==> src/rtl/alu_pkg.sv <==
`default_nettype none
// ============================================================================
// Module      : alu_pkg
// Description : Shared types and constants for the ALU serial command path.
//               Holds the frame type, opcode set, error flag bit positions,
//               the CRC4 polynomial and small helper functions used by the
//               command receiver.
// Ports       : none (package)
// Revision    : 1.0  initial release
// ============================================================================
package alu_pkg;

  // Frame type carried in the bit after the start bit.
  typedef enum logic {
    CMD_DATA = 1'b0,
    CMD_CTL  = 1'b1
  } cmd_t;

  // Legal ALU opcodes; every other 3-bit value is rejected.
  typedef enum logic [2:0] {
    OP_AND = 3'b000,
    OP_OR  = 3'b001,
    OP_ADD = 3'b100,
    OP_SUB = 3'b101
  } op_t;

  // Bit positions inside err_flags.
  localparam int unsigned ERR_DATA = 2;
  localparam int unsigned ERR_CRC  = 1;
  localparam int unsigned ERR_OP   = 0;

  localparam logic [2:0] FLAG_DATA = 3'b001 << ERR_DATA;
  localparam logic [2:0] FLAG_CRC  = 3'b001 << ERR_CRC;
  localparam logic [2:0] FLAG_OP   = 3'b001 << ERR_OP;

  // x^4 + x + 1 with the implicit x^4 term dropped.
  localparam logic [3:0] CRC4_POLY = 4'b0011;

  // Frame geometry and packet length.
  localparam int unsigned FRAME_DATA_BITS = 8;
  localparam logic [3:0]  PKT_DATA_BYTES  = 4'd8;
  localparam logic [3:0]  PKT_CNT_MAX     = 4'd9;

  // One bit-serial CRC4 step, MSB-first.
  function automatic logic [3:0] crc4_step(input logic [3:0] crc, input logic d);
    logic fb;
    fb = crc[3] ^ d;
    return {crc[2:0], 1'b0} ^ (fb ? CRC4_POLY : 4'b0000);
  endfunction

  function automatic logic op_is_legal(input logic [2:0] op);
    case (op)
      OP_AND, OP_OR, OP_ADD, OP_SUB: return 1'b1;
      default:                       return 1'b0;
    endcase
  endfunction

endpackage : alu_pkg
`default_nettype wire

==> src/rtl/alu_frame_rx.sv <==
`default_nettype none
// ============================================================================
// Module      : alu_frame_rx
// Description : Bit-level receiver for 11-bit frames on the serial command
//               line: start(0), type, d[7]..d[0], stop(1), one bit per clk.
// Ports       : clk          - system clock, all sampling on posedge
//               rst_n        - asynchronous active-low reset
//               sin          - serial input, idle high
//               frame_valid  - strobe: stop bit sampled high on this edge
//               frame_err    - strobe: stop bit sampled low on this edge
//               frame_type   - type bit of the frame in flight (1 = CTL)
//               frame_byte   - assembled data byte of the frame in flight
//               bit_valid    - strobe: sin is a data bit of a DATA frame
//               bit_data     - the data bit accompanying bit_valid
// Revision    : 1.0  initial release
// ============================================================================
module alu_frame_rx
  import alu_pkg::*;
(
  input  logic       clk,
  input  logic       rst_n,
  input  logic       sin,
  output logic       frame_valid,
  output logic       frame_err,
  output logic       frame_type,
  output logic [7:0] frame_byte,
  output logic       bit_valid,
  output logic       bit_data
);

  typedef enum logic [1:0] {
    F_IDLE = 2'd0,
    F_TYPE = 2'd1,
    F_DATA = 2'd2,
    F_STOP = 2'd3
  } frame_state_t;

  frame_state_t r_state;
  logic [2:0]   r_bit_cnt;
  logic         r_type;
  logic [7:0]   r_byte;

  always_ff @(posedge clk or negedge rst_n) begin
    if (!rst_n) begin
      r_state   <= F_IDLE;
      r_bit_cnt <= 3'd0;
      r_type    <= 1'b0;
      r_byte    <= 8'h00;
    end else begin
      case (r_state)
        F_IDLE: begin
          if (!sin) begin
            r_state <= F_TYPE;
          end
        end
        F_TYPE: begin
          r_type    <= sin;
          r_bit_cnt <= 3'd0;
          r_state   <= F_DATA;
        end
        F_DATA: begin
          r_byte    <= {r_byte[6:0], sin};
          r_bit_cnt <= r_bit_cnt + 3'd1;
          if (r_bit_cnt == 3'(FRAME_DATA_BITS - 1)) begin
            r_state <= F_STOP;
          end
        end
        F_STOP: begin
          // Always back to IDLE so a start bit on the very next cycle is seen.
          r_state <= F_IDLE;
        end
        default: begin
          r_state <= F_IDLE;
        end
      endcase
    end
  end

  // The strobes are decoded from the registered state and the live sample so
  // the packet logic can act on the same edge that samples the stop bit;
  // that keeps the report one cycle after the final stop sample.
  assign frame_valid = (r_state == F_STOP) &&  sin;
  assign frame_err   = (r_state == F_STOP) && !sin;
  assign frame_type  = r_type;
  assign frame_byte  = r_byte;

  // Only DATA-frame payload feeds the running CRC; CTL bits are folded in
  // separately once the whole CTL byte is known.
  assign bit_valid   = (r_state == F_DATA) && (r_type == CMD_DATA);
  assign bit_data    = sin;

endmodule : alu_frame_rx
`default_nettype wire

==> src/rtl/alu_cmd_rx.sv <==
`default_nettype none
// ============================================================================
// Module      : alu_cmd_rx
// Description : Serial command receiver for the ALU. Collects 8 DATA bytes
//               and one CTL byte, checks framing, length, CRC4 and opcode,
//               then pulses either a validated command or an error code.
// Ports       : clk        - system clock
//               rst_n      - asynchronous active-low reset
//               sin        - serial command line, idle high
//               cmd_valid  - one-cycle pulse, cmd_a/cmd_b/cmd_op valid
//               cmd_a      - operand A (last four DATA bytes)
//               cmd_b      - operand B (first four DATA bytes)
//               cmd_op     - opcode from CTL[6:4]
//               err_valid  - one-cycle pulse, err_flags valid
//               err_flags  - {ERR_DATA, ERR_CRC, ERR_OP}, one-hot on error
// Revision    : 1.0  initial release
// ============================================================================
module alu_cmd_rx
  import alu_pkg::*;
(
  input  logic        clk,
  input  logic        rst_n,
  input  logic        sin,
  output logic        cmd_valid,
  output logic [31:0] cmd_a,
  output logic [31:0] cmd_b,
  output logic [2:0]  cmd_op,
  output logic        err_valid,
  output logic [2:0]  err_flags
);

  // --------------------------------------------------------------------------
  // Frame receiver
  // --------------------------------------------------------------------------
  logic       w_frame_valid;
  logic       w_frame_err;
  logic       w_frame_type;
  logic [7:0] w_frame_byte;
  logic       w_bit_valid;
  logic       w_bit_data;

  alu_frame_rx u_frame_rx (
    .clk         (clk),
    .rst_n       (rst_n),
    .sin         (sin),
    .frame_valid (w_frame_valid),
    .frame_err   (w_frame_err),
    .frame_type  (w_frame_type),
    .frame_byte  (w_frame_byte),
    .bit_valid   (w_bit_valid),
    .bit_data    (w_bit_data)
  );

  // --------------------------------------------------------------------------
  // Packet state
  // --------------------------------------------------------------------------
  // P_CHECK is the cycle in which the report pulse is on the outputs; the
  // checks themselves are evaluated on the edge that accepts the CTL frame.
  typedef enum logic [1:0] {
    P_IDLE    = 2'd0,
    P_COLLECT = 2'd1,
    P_CHECK   = 2'd2
  } pkt_state_t;

  pkt_state_t  r_state;
  logic [3:0]  r_byte_cnt;
  logic [3:0]  r_crc;
  logic [63:0] r_shift;

  logic       w_ctl_done;
  logic       w_data_done;
  logic [2:0] w_op;
  logic [3:0] w_crc_final;
  logic       w_err_data;
  logic       w_err_crc;
  logic       w_err_op;

  assign w_ctl_done  = w_frame_valid && (w_frame_type == CMD_CTL);
  assign w_data_done = w_frame_valid && (w_frame_type == CMD_DATA);
  assign w_op        = w_frame_byte[6:4];

  // Fold the constant-1 marker and the three opcode bits (MSB first) into
  // the CRC accumulated over the 64 operand bits.
  assign w_crc_final = crc4_step(crc4_step(crc4_step(crc4_step(
                         r_crc, 1'b1), w_op[2]), w_op[1]), w_op[0]);

  assign w_err_data  = (r_byte_cnt != PKT_DATA_BYTES) || w_frame_byte[7];
  assign w_err_crc   = (w_frame_byte[3:0] != w_crc_final);
  assign w_err_op    = !op_is_legal(w_op);

  always_ff @(posedge clk or negedge rst_n) begin
    if (!rst_n) begin
      r_state    <= P_IDLE;
      r_byte_cnt <= 4'd0;
      r_crc      <= 4'd0;
      r_shift    <= 64'd0;
      cmd_valid  <= 1'b0;
      cmd_a      <= 32'd0;
      cmd_b      <= 32'd0;
      cmd_op     <= 3'd0;
      err_valid  <= 1'b0;
      err_flags  <= 3'd0;
    end else begin
      cmd_valid <= 1'b0;
      err_valid <= 1'b0;

      // Bit strobes only occur inside a frame, never on a stop-bit edge, so
      // the clears below cannot collide with an accumulate.
      if (w_bit_valid) begin
        r_crc <= crc4_step(r_crc, w_bit_data);
      end

      if (w_frame_err) begin
        // Broken framing discards the packet whatever its progress.
        err_valid  <= 1'b1;
        err_flags  <= FLAG_DATA;
        r_byte_cnt <= 4'd0;
        r_crc      <= 4'd0;
        r_state    <= P_CHECK;
      end else if (w_ctl_done) begin
        r_byte_cnt <= 4'd0;
        r_crc      <= 4'd0;
        r_state    <= P_CHECK;
        if (w_err_data) begin
          err_valid <= 1'b1;
          err_flags <= FLAG_DATA;
        end else if (w_err_crc) begin
          err_valid <= 1'b1;
          err_flags <= FLAG_CRC;
        end else if (w_err_op) begin
          err_valid <= 1'b1;
          err_flags <= FLAG_OP;
        end else begin
          cmd_valid <= 1'b1;
          cmd_b     <= r_shift[63:32];
          cmd_a     <= r_shift[31:0];
          cmd_op    <= w_op;
        end
      end else if (w_data_done) begin
        r_shift <= {r_shift[55:0], w_frame_byte};
        // Saturating count still flags over-long packets without wrapping.
        if (r_byte_cnt != PKT_CNT_MAX) begin
          r_byte_cnt <= r_byte_cnt + 4'd1;
        end
        r_state <= P_COLLECT;
      end else if (r_state == P_CHECK) begin
        r_state <= P_IDLE;
      end
    end
  end

endmodule : alu_cmd_rx
`default_nettype wire

==> config.mk <==
export PLATFORM = sky130hd
export DESIGN_NAME = alu_cmd_rx
export DESIGN_NICKNAME = d
export VERILOG_FILES = /design/src/rtl/alu_pkg.sv /design/src/rtl/alu_frame_rx.sv /design/src/rtl/alu_cmd_rx.sv
export SDC_FILE = /design/constraint.sdc
export NUM_CORES = 1
export LEC_CHECK = 0
export BUFFER_PORTS_ARGS = -buffer_cell sky130_fd_sc_hd__buf_2
export CORE_MARGIN = 4
export CORE_UTILIZATION = 50
export CTS_CLUSTER_SIZE = 25
export DETAILED_ROUTE_END_ITERATION = 7
export MAX_ROUTING_LAYER = met4
export PLACE_DENSITY = 0.73
export SLEW_MARGIN = 5
export SYNTH_ARGS = -nofsm -noshare
export SYNTH_HDL_FRONTEND = slang
export SYNTH_SLANG_ARGS = --single-unit
==> constraint.sdc <==
create_clock -name clk -period 2.3 [get_ports clk]
set_input_delay 0.46 -clock clk [delete_from_list [all_inputs] [get_ports clk]]
set_output_delay 0.46 -clock clk [all_outputs]
set_load 0.01 [all_outputs]
# After elaboration in Yosys (flattened, before gate mapping)
# Index checks and enable logic that the tools add are counted.
# op_classes
add_sub_neg	2
n_mul	0
div_mod_pow	0
magnitude_cmp	0
n_eq_ne	13
shifts	0
n_mux	32
bitwise_logic	14
n_reduce_logical	20
# ops
op	n
two-way mux 4 bit	7
XOR 4 x 2 -> 4 bit	5
two-way mux 3 bit	5
two-way mux 2 bit	7
two-way mux 1 bit	11
== test 3 bit (second input constant)	3
nonzero test 3 bit	3
inequality test 4 bit (second input constant)	2
one-hot mux 2 bit (4 select lines)	1
one-hot mux 3 bit (2 select lines)	1
AND reduction 2 bit	3
logical AND 1 bit	5
inverter 1 bit	5
AND reduction 5 bit	1
adder 4 x 1 -> 4 bit (second input constant)	1
== test 2 bit (second input constant)	2
inequality test 4 x 3 -> 1 bit (second input constant)	1
inequality test 4 bit	1
nonzero test 2 bit	2
OR reduction 4 bit	1
XOR 1 bit	4
adder 3 x 1 -> 3 bit (second input constant)	1
== test 3 x 1 -> 1 bit (second input constant)	1
zero test 3 bit	1
other kinds (7)	7
# totals
regBits	158
latchBits	0
ramBits	0
rom_bits	0
in_bits	3
n_memories	0

# Longest topological paths before layout
# Gate-level depths: netlist of run 1.
# logic_depth
depth_word	16
ltp_mapped	9
ltp_nobuf	6

# Modules after synthesis
# A second synthesis of run 1 with hierarchy kept.
# hier_totals
cells_unflattened	400
hier_area_um2	6281.0
# by_module_without_submodules
mod	n_inst	cells_per_inst	area_each_um2	seq_area_each_um2
alu_cmd_rx	1	348	5599.1	3603.5
alu_frame_rx	1	52	681.9	350.3

# Worst setup path after synthesis of run 1
# No wires, ideal clock.
# synth_path
path_kind	reg2reg
startpoint	register u_frame_rx.r_byte[5] (netlist: u_frame_rx.frame_byte[5])
endpoint	register cmd_a[10]
setup_time_ns	0.125
t_arrival_ns	2.213
t_required_ns	2.175
slack_ns	-0.038
path_stages_with_launch	10
period_less_slack_ns	2.338
path_cell_list	dfrtp_1 > buf_6 > xor3_1 > nor3_2 > o211ai_2 > or3_1 > buf_2 > buf_6 > buf_8 > mux2_4
# synth_between
elab_chain_len	7
word_cells_on_any_way	13
# synth_lines
item	line_no	text
start, declared	alu_frame_rx.sv:41	logic [7:0] r_byte;
start signal, assigned	alu_frame_rx.sv:62	r_byte <= {r_byte[6:0], sin};
XOR 1 bit	alu_pkg.sv:47	fb = crc[3] ^ d;
two-way mux 2 bit	alu_pkg.sv:48	return {crc[2:0], 1'b0} ^ (fb ? CRC4_POLY : 4'b0000);
XOR 4 x 2 -> 4 bit (2 in a row)	alu_pkg.sv:48	
inequality test 4 bit	alu_cmd_rx.sv:88	assign w_err_crc = (w_frame_byte[3:0] != w_crc_final);
inverter 1 bit (no line)	n/a	
AND reduction 5 bit (no line) *	n/a	
end signal, assigned	alu_cmd_rx.sv:136	cmd_a <= r_shift[31:0];
end, declared	alu_cmd_rx.sv:25	output logic [31:0] cmd_a,
# Mark *: on every way between the ends. The rest lies on a longest branch, timed or not.
# A chain may end at the register's enable or synchronous reset.

# Worst setup path in the final report of run 1
# layout_path
startpoint	register r_byte_cnt[1]
endpoint	register cmd_a[16]
# layout_between
elab_chain_len	4
# layout_lines
item	line_no	text
start, declared	alu_cmd_rx.sv:66	logic [3:0] r_byte_cnt;
start signal, assigned	alu_cmd_rx.sv:143	r_byte_cnt <= r_byte_cnt + 4'd1;
inequality test 4 bit	alu_cmd_rx.sv:87	assign w_err_data = (r_byte_cnt != PKT_DATA_BYTES) || w_frame_byte[7];
logical OR 1 bit	alu_cmd_rx.sv:87	
inverter 1 bit (no line)	n/a	
AND reduction 5 bit (no line)	n/a	
# No other way between the ends.

==> results of run 1 <==
==> cells in the final DEF, fill, tap and decap left out, types with 2 or more instances in the layout <==
| cell | instances |
|---|---|
| nand3_1 | 4 |
| buf_12 | 4 |
| dfrtp_1 | 158 |
| xor2_1 | 4 |
| clkbuf_16 | 17 |
| xnor2_1 | 6 |
| clkinv_4 | 3 |
| buf_4 | 13 |
| nand2_1 | 6 |
| nand4_1 | 2 |
| mux2_2 | 123 |
| ha_1 | 10 |
| nand2b_1 | 2 |
| a21oi_1 | 3 |
| nor2_1 | 12 |
| inv_1 | 10 |
| mux2_4 | 18 |
| bufinv_16 | 7 |
| buf_2 | 73 |
| and2_1 | 2 |
| o21ai_0 | 10 |
| clkinv_2 | 3 |
| mux2i_1 | 2 |
==> per-layer routing <==
metal | vias to the layer above | routed length [um] | track usage (%)
met5 | - | 0 | -
met4 | 0 | 224 | 7.153
met3 | 21 | 392 | 4.163
met2 | 64 | 5209 | 24.80
met1 | 1791 | 5043 | 21.94
li1 | 1629 | - | -
==> sequential cells by signal, indices dropped and copies added, names as in the netlist <==
register	count
r_byte_cnt	4
u_frame_rx.frame_byte	8
cmd_valid	1
cmd_op	3
u_frame_rx.r_bit_cnt	3
err_valid	1
r_crc	4
cmd_b	32
cmd_a	32
u_frame_rx.frame_type	1
err_flags	3
r_shift	64
u_frame_rx.r_state	2
==> worst max-delay path: stages (launching register included) <==
cell      delay, ps
dfrtp_1         400
inv_2            90
ha_1            150
nor4bb_4        300
nand4_1         150
or3_4           480
buf_12          190
mux2_4          310
==> kinds of logic after synthesis <==
| logic type | count (synthesis) | share of synthesized area (%) |
|---|---|---|
| compound gates | 22 | 2.168 |
| xor+xnor | 11 | 1.754 |
| fa+ha+maj | 10 | 1.970 |
| buf+inv | 32 | 2.522 |
| flops | 158 | 62.27 |
| mux | 143 | 26.38 |
| simple gates | 36 | 2.936 |
==> stage by stage <==
| step | cells | instance area (um^2) | setup slack, ps |
|---|---|---|---|
| 5_1_grt | 683 | 7730 | -33.77 |
| 3_3_place_gp | 648 | 6988 | 109.4 |
| 4_1_cts | 681 | 7700 | 13.41 |
| 3_5_place_dp | 648 | 6988 | 28.51 |
| 2_1_floorplan | 412 | 6350 | 30.33 |
| 6_report | 683 | 7730 | 69.77 |
==> final cells by class <==
class | instances | area, um^2
Tap cell | 168 | 210.2
Inverter | 11 | 41.29
Sequential cell | 158 | 3954
Fill cell | 938 | 4482
Timing Repair Buffer | 92 | 564.3
Multi-Input combinational cell | 222 | 2258
Clock inverter | 14 | 262.8
Clock buffer | 18 | 439.2
==> where the power goes <==
group / total [uW] / switching (uW) / internal, uW
Combinational: 1580 / 740 / 840
Sequential: 3590 / 376 / 3220
Clock: 3270 / 1090 / 2180
Total: 8450 / 2210 / 6240
==> repair_timing <==
| action | in CTS | in global routing |
|---|---|---|
| buffers inserted | 0 | 2 |
| hold endpoints to repair | 29 | 0 |
| resized for setup | 0 | 3 |
| hold buffers | 1 | 0 |
| setup endpoints to repair | 0 | 62 |
==> path summary, 6_finish.rpt <==
kind / start / end / slack, ps / cells after the start
setup / recovery: r_byte_cnt[1] / cmd_a[16] / 70 / 7
max in group asynchronous: rst_n / cmd_a[22] / 1070 / 3
hold reg to reg: cmd_op[1] / cmd_op[1] / 480 / 1
min in group asynchronous: rst_n / r_shift[61] / 570 / 2
setup reg to reg: r_byte_cnt[1] / cmd_a[16] / 70 / 7
hold / removal: cmd_op[1] / cmd_op[1] / 480 / 1
==> results.toml, run 1 <==
[worst_setup_path]
required_ps = 2600
critPathArrivalTime_ps = 2530
crit_path_end_kind = "register"
path_class = "register to register"
cp-start-kind = "register"
crit_fanout = 24

[cts]
htree_levels = 4
clock_sinks = 158
cts_root_buf = "clkbuf_16"
clkLatencyLatePin_ps = 420
clk_pin_slew_worst_paths_ps = 60
cts_tree = "done"
ctsLongestPathBuffers = 2
cts_buffers = 17

[synth]
ys_seq_area_share_pct = 62.27
ys_seq_elements = 158
synthTopCellsByCount = "dfrtp_1, mux2_2, mux2_4, nor2_1"
synth_edf_count = 0
synthTopCellsByArea = "dfrtp_1, mux2_2, mux2_4"
synthesis.area_um2 = 6350
synth_top_cell_by_area = "dfrtp_1"
synth_most_common_cell = "dfrtp_1"
syn-num-nets = 425
synth_area_per_cell_um2 = 15.41
ys_types = 39
ys.flop_type = "dfrtp_1"
yosys_warnings = 0
synthCells = 412
synth_top_area_share_pct = 62.27
async_reset_ff_share_pct = 100.0

[floorplanning]
core_area_um2 = 12210
boundaryPins = 75
initial_utilization_pct = 52.00
rows = 40
die-area_um2 = 14570
die_w_um = 120.7
die_height_um = 120.7

[timing]
slew_headroom_pct = 66.41
grt_setup_unrepaired = "yes"
hold_slack_ps = 481.1
slew_viol_final = 0
timing.final.crit_share_pct = 96.97
setup_viol = 0
worstMarginPinSlew_ps = 503.8
min_period_ps = 2230
hold_viol = 0
timing.fmax_mhz = 448.4
final.setup.tns_ps = 0
clock_skew_ps = 6.686

[global_routing]
grt_overflow = 0
grt_pass1_vias = 3657
track_usage_pct = 16.66
grt_max_degree = 56
antenna_found_initial = 0
grt_pass1_wl_um = 18290

[placed_design]
dp_hpwl_um = 7219
routabilityCongestion = 0.8346
port_buffers = 74

[detailed_routing]
routed_wl_um = 10870
antenna_left = 0
vias_per_cell = 5.132
vias = 3505
drc = 0
wl_per_cell_um = 15.92
drtPass1Iterations = 4
drt_iter0_drc = 194

[status]
status = "finished clean"

[final_layout]
nNetsFinal = 515
diodes = 0
area.growth.synth_to_final_pct = 21.73
layout-drive-gt1-share_pct = 52.43
utilization_pct = 63.30

[power]
p_per_area_nw_per_um2 = 1093
p_leak_uw = 0.004158
p_total_uw = 8448
vdd_ir_drop_max_uv = 536.2

[run]
drv_cap = 0

[hold_path]
hold_class = "register to register"
Note: power is estimated with default switching activity, not from simulation.
==> run 2, diff against run 1 <==
--- a/config.mk
+++ b/config.mk
@@ -7,12 +7,12 @@
 export LEC_CHECK = 0
 export BUFFER_PORTS_ARGS = -buffer_cell sky130_fd_sc_hd__buf_2
 export CORE_MARGIN = 4
-export CORE_UTILIZATION = 50
+export CORE_UTILIZATION = 40
 export CTS_CLUSTER_SIZE = 25
 export DETAILED_ROUTE_END_ITERATION = 7
 export MAX_ROUTING_LAYER = met4
-export PLACE_DENSITY = 0.73
 export SLEW_MARGIN = 5
 export SYNTH_ARGS = -nofsm -noshare
 export SYNTH_HDL_FRONTEND = slang
+export SYNTH_HIERARCHICAL = 1
 export SYNTH_SLANG_ARGS = --single-unit
==> results.toml, run 2 <==
[synth]
ys_types = 34
synth_area_per_cell_um2 = 15.70
syn-num-nets = 413
synth_top_cell_by_area = "dfrtp_1"
yosys.area_share.simple_pct = 2.888
yosys.area_share.xor_xnor_pct = 2.052
async_reset_ff_share_pct = 100.0
ys_seq_elements = 158
ys.flop_type = "dfrtp_1"
synthTopCellsByArea = "dfrtp_1, mux2_2, mux2_1"
synthAdderAreaFrac_pct = 1.992
synth_top_area_share_pct = 62.95
synth_top_family_by_area = "multiplexers"
synthTopCellsByCount = "dfrtp_1, mux2_2, mux2_1, nor2_1, ha_1"
synthMuxAreaShare_pct = 26.04
synthesis.area_um2 = 6281
yosys_warnings = 6
synth_compound_area_share_pct = 1.693
synth_most_common_cell = "dfrtp_1"
synth_edf_count = 0
ys_seq_area_share_pct = 62.95
synthCells = 400

[final_layout]
diodes = 0
finalInstanceArea_um2 = 8020
regMostFlops = "r_shift"
nFillCells = 1315
area.growth.synth_to_final_pct = 27.69
largest_reg_flops = 64
final_common_cell = "dfrtp_1"
most-common-layout-cells = "dfrtp_1, mux2_2, buf_2, mux2_4, clkbuf_16"
top_regs = "r_shift: 64 flops, cmd_a: 32 flops, cmd_b: 32 flops"
layout-drive-gt1-share_pct = 52.59
nNetsFinal = 522

[worst_setup_path]
path_class = "register to register"
required_ps = 2600
critPathArrivalTime_ps = 2600
cp-start-kind = "register"
slowest_delay_ps = 400
crit_fanout = 10
crit_path_frequent_cell = "buf_12"
crit_path_end_kind = "register"
critPathTopFamily = "simple AND/OR/NAND/NOR gates"
path_buf_inv = 3
cp_slowest_cell = "dfrtp_1"
crit_chain = "ha_2, nor2b_4, nor4b_2, nand2_1, nor4_4, buf_12, buf_12, buf_12, mux2_2"

[global_routing]
grt_pass1_wl_um = 19440
grt_pass1_vias = 3640
antenna_found_initial = 0
grt_overflow = 0
track_usage_pct = 14.19
grt_max_degree = 57

[timing]
clock_skew_ps = 5.763
timing.fmax_mhz = 433.5
worstMarginPinSlew_ps = 497.0
grt_setup_unrepaired = "yes"
timing.final.crit_share_pct = 100.3
setup_viol = 4
slew_viol_final = 0
hold_slack_ps = 401.1
finalWorstSetupSlack_ps = -6.718
slew_headroom_pct = 66.80
min_period_ps = 2307
hold_viol = 0

[power]
p_per_area_nw_per_um2 = 993.4
switching_share_pct = 27.93
power.switching_uw = 2225
pwr-share-comb_pct = 20.6
p_int_uw = 5742
p_leak_uw = 0.004086
clock_power_share_pct = 33.3
seqPwrFrac_pct = 46.1
vdd_ir_drop_max_uv = 615.5

[hold_path]
hold_class = "primary input to register"

[placed_design]
placed_area_um2 = 7056
port_buffers = 74
dp_hpwl_um = 7641
routabilityCongestion = 0.7530

[status]
status = "complete, but fails checks"
violations = "setup timing"

[detailed_routing]
drc = 0
routed_wl_um = 12100
vias = 3531
antenna_left = 0
wl_per_cell_um = 16.54
drt_iter0_drc = 143
vias_per_cell = 4.824
drtPass1Iterations = 4

[cts]
cts_tree = "done"
clock_sinks = 158
clk_pin_slew_worst_paths_ps = 60
htree_levels = 4
cts_buffers = 17
ctsLongestPathBuffers = 2
clkLatencyLatePin_ps = 420
cts_root_buf = "clkbuf_16"

[run]
drv_cap = 0

[floorplanning]
rows = 45
boundaryPins = 75
die_height_um = 133.3
initial_utilization_pct = 41.01
core_area_um2 = 15310
die-area_um2 = 17770
die_w_um = 133.3
[run 2: timing repair]
action | CTS | global route
hold endpoints to repair | 11 | 0
buffers inserted | 0 | 9
setup endpoints to repair | 0 | 59
hold buffers | 1 | 0
resized for setup | 0 | 49
[run 2: layout make-up]
cell class,count,area [um^2],area share (%)
clock buffer,23,478.0,5.959
clock inverter,8,83.83,1.045
inverter,7,26.28,0.3276
multi-input combinational,216,2350,29.30
sequential,158,3954,49.30
tap,211,264.0,3.292
timing repair buffer,109,864.6,10.78
[run 2: worst paths after layout]
kind,slack (ps),cells past startpoint,end,startpoint
worst min-delay path,400,2,u_frame_rx/frame_type,sin
worst max register to register,-7,9,cmd_a[25],u_frame_rx/r_state[1]
worst min register to register,480,1,u_frame_rx/r_bit_cnt[0],u_frame_rx/r_bit_cnt[0]
max in group asynchronous,1080,3,cmd_a[25],rst_n
min in group asynchronous,550,2,r_shift[53],rst_n
worst max-delay path,-7,9,cmd_a[25],u_frame_rx/r_state[1]
[run 2: metrics by stage]
stage               std cells  setup TNS (ps)  power [uW]  utilization (%)  worst slack (ps)
floorplan                 400               0        4833                -             15.91
global placement          685               0        5266            46.07             78.13
detailed placement        685               0        5349            46.07             53.15
CTS                       717               0        8043            49.80             22.96
global route              732           -5226        8424            52.37            -109.5
finish                    732          -16.80        7967            52.37            -6.718
[run 2: per-layer routing]
layer	wire length (um)	global-route usage (%)	vias to the layer above	part of all wire [%]
met5	0	-	-	0
met4	139	4.629	0	1.1
met3	511	4.645	10	4.2
met2	5476	20.29	69	45
met1	5977	19.24	1820	49
li1	-	-	1632	-
[run 2: power by group through the flow]
| stage | clock (uW) | sequential (uW) | combinational [uW] |
|---|---|---|---|
| after floorplan | 0 | 3570 | 1260 |
| after global placement | 0 | 3690 | 1580 |
| after detailed placement | 0 | 3720 | 1630 |
| after CTS | 2720 | 3670 | 1650 |
| after global routing | 2850 | 3750 | 1820 |
| final | 2650 | 3670 | 1640 |
[run 2: cells by family after synthesis]
kind of cell               after synthesis
xor gates and xnor gates                13
AOI/OAI and AO/OA                       16
muxes                                  144
adders and majority gates               10
and+or+nand+nor                         33
DFF                                    158
buffers and inverters                   26
[run 2: worst register-to-register path, cell delays in order (launching register included)]
cell and delay (ps):
dfrtp_1 400, ha_2 190, nor2b_4 130, nor4b_2 230, nand2_1 130, nor4_4 340, buf_12 150, buf_12 120
buf_12 140, mux2_2 340
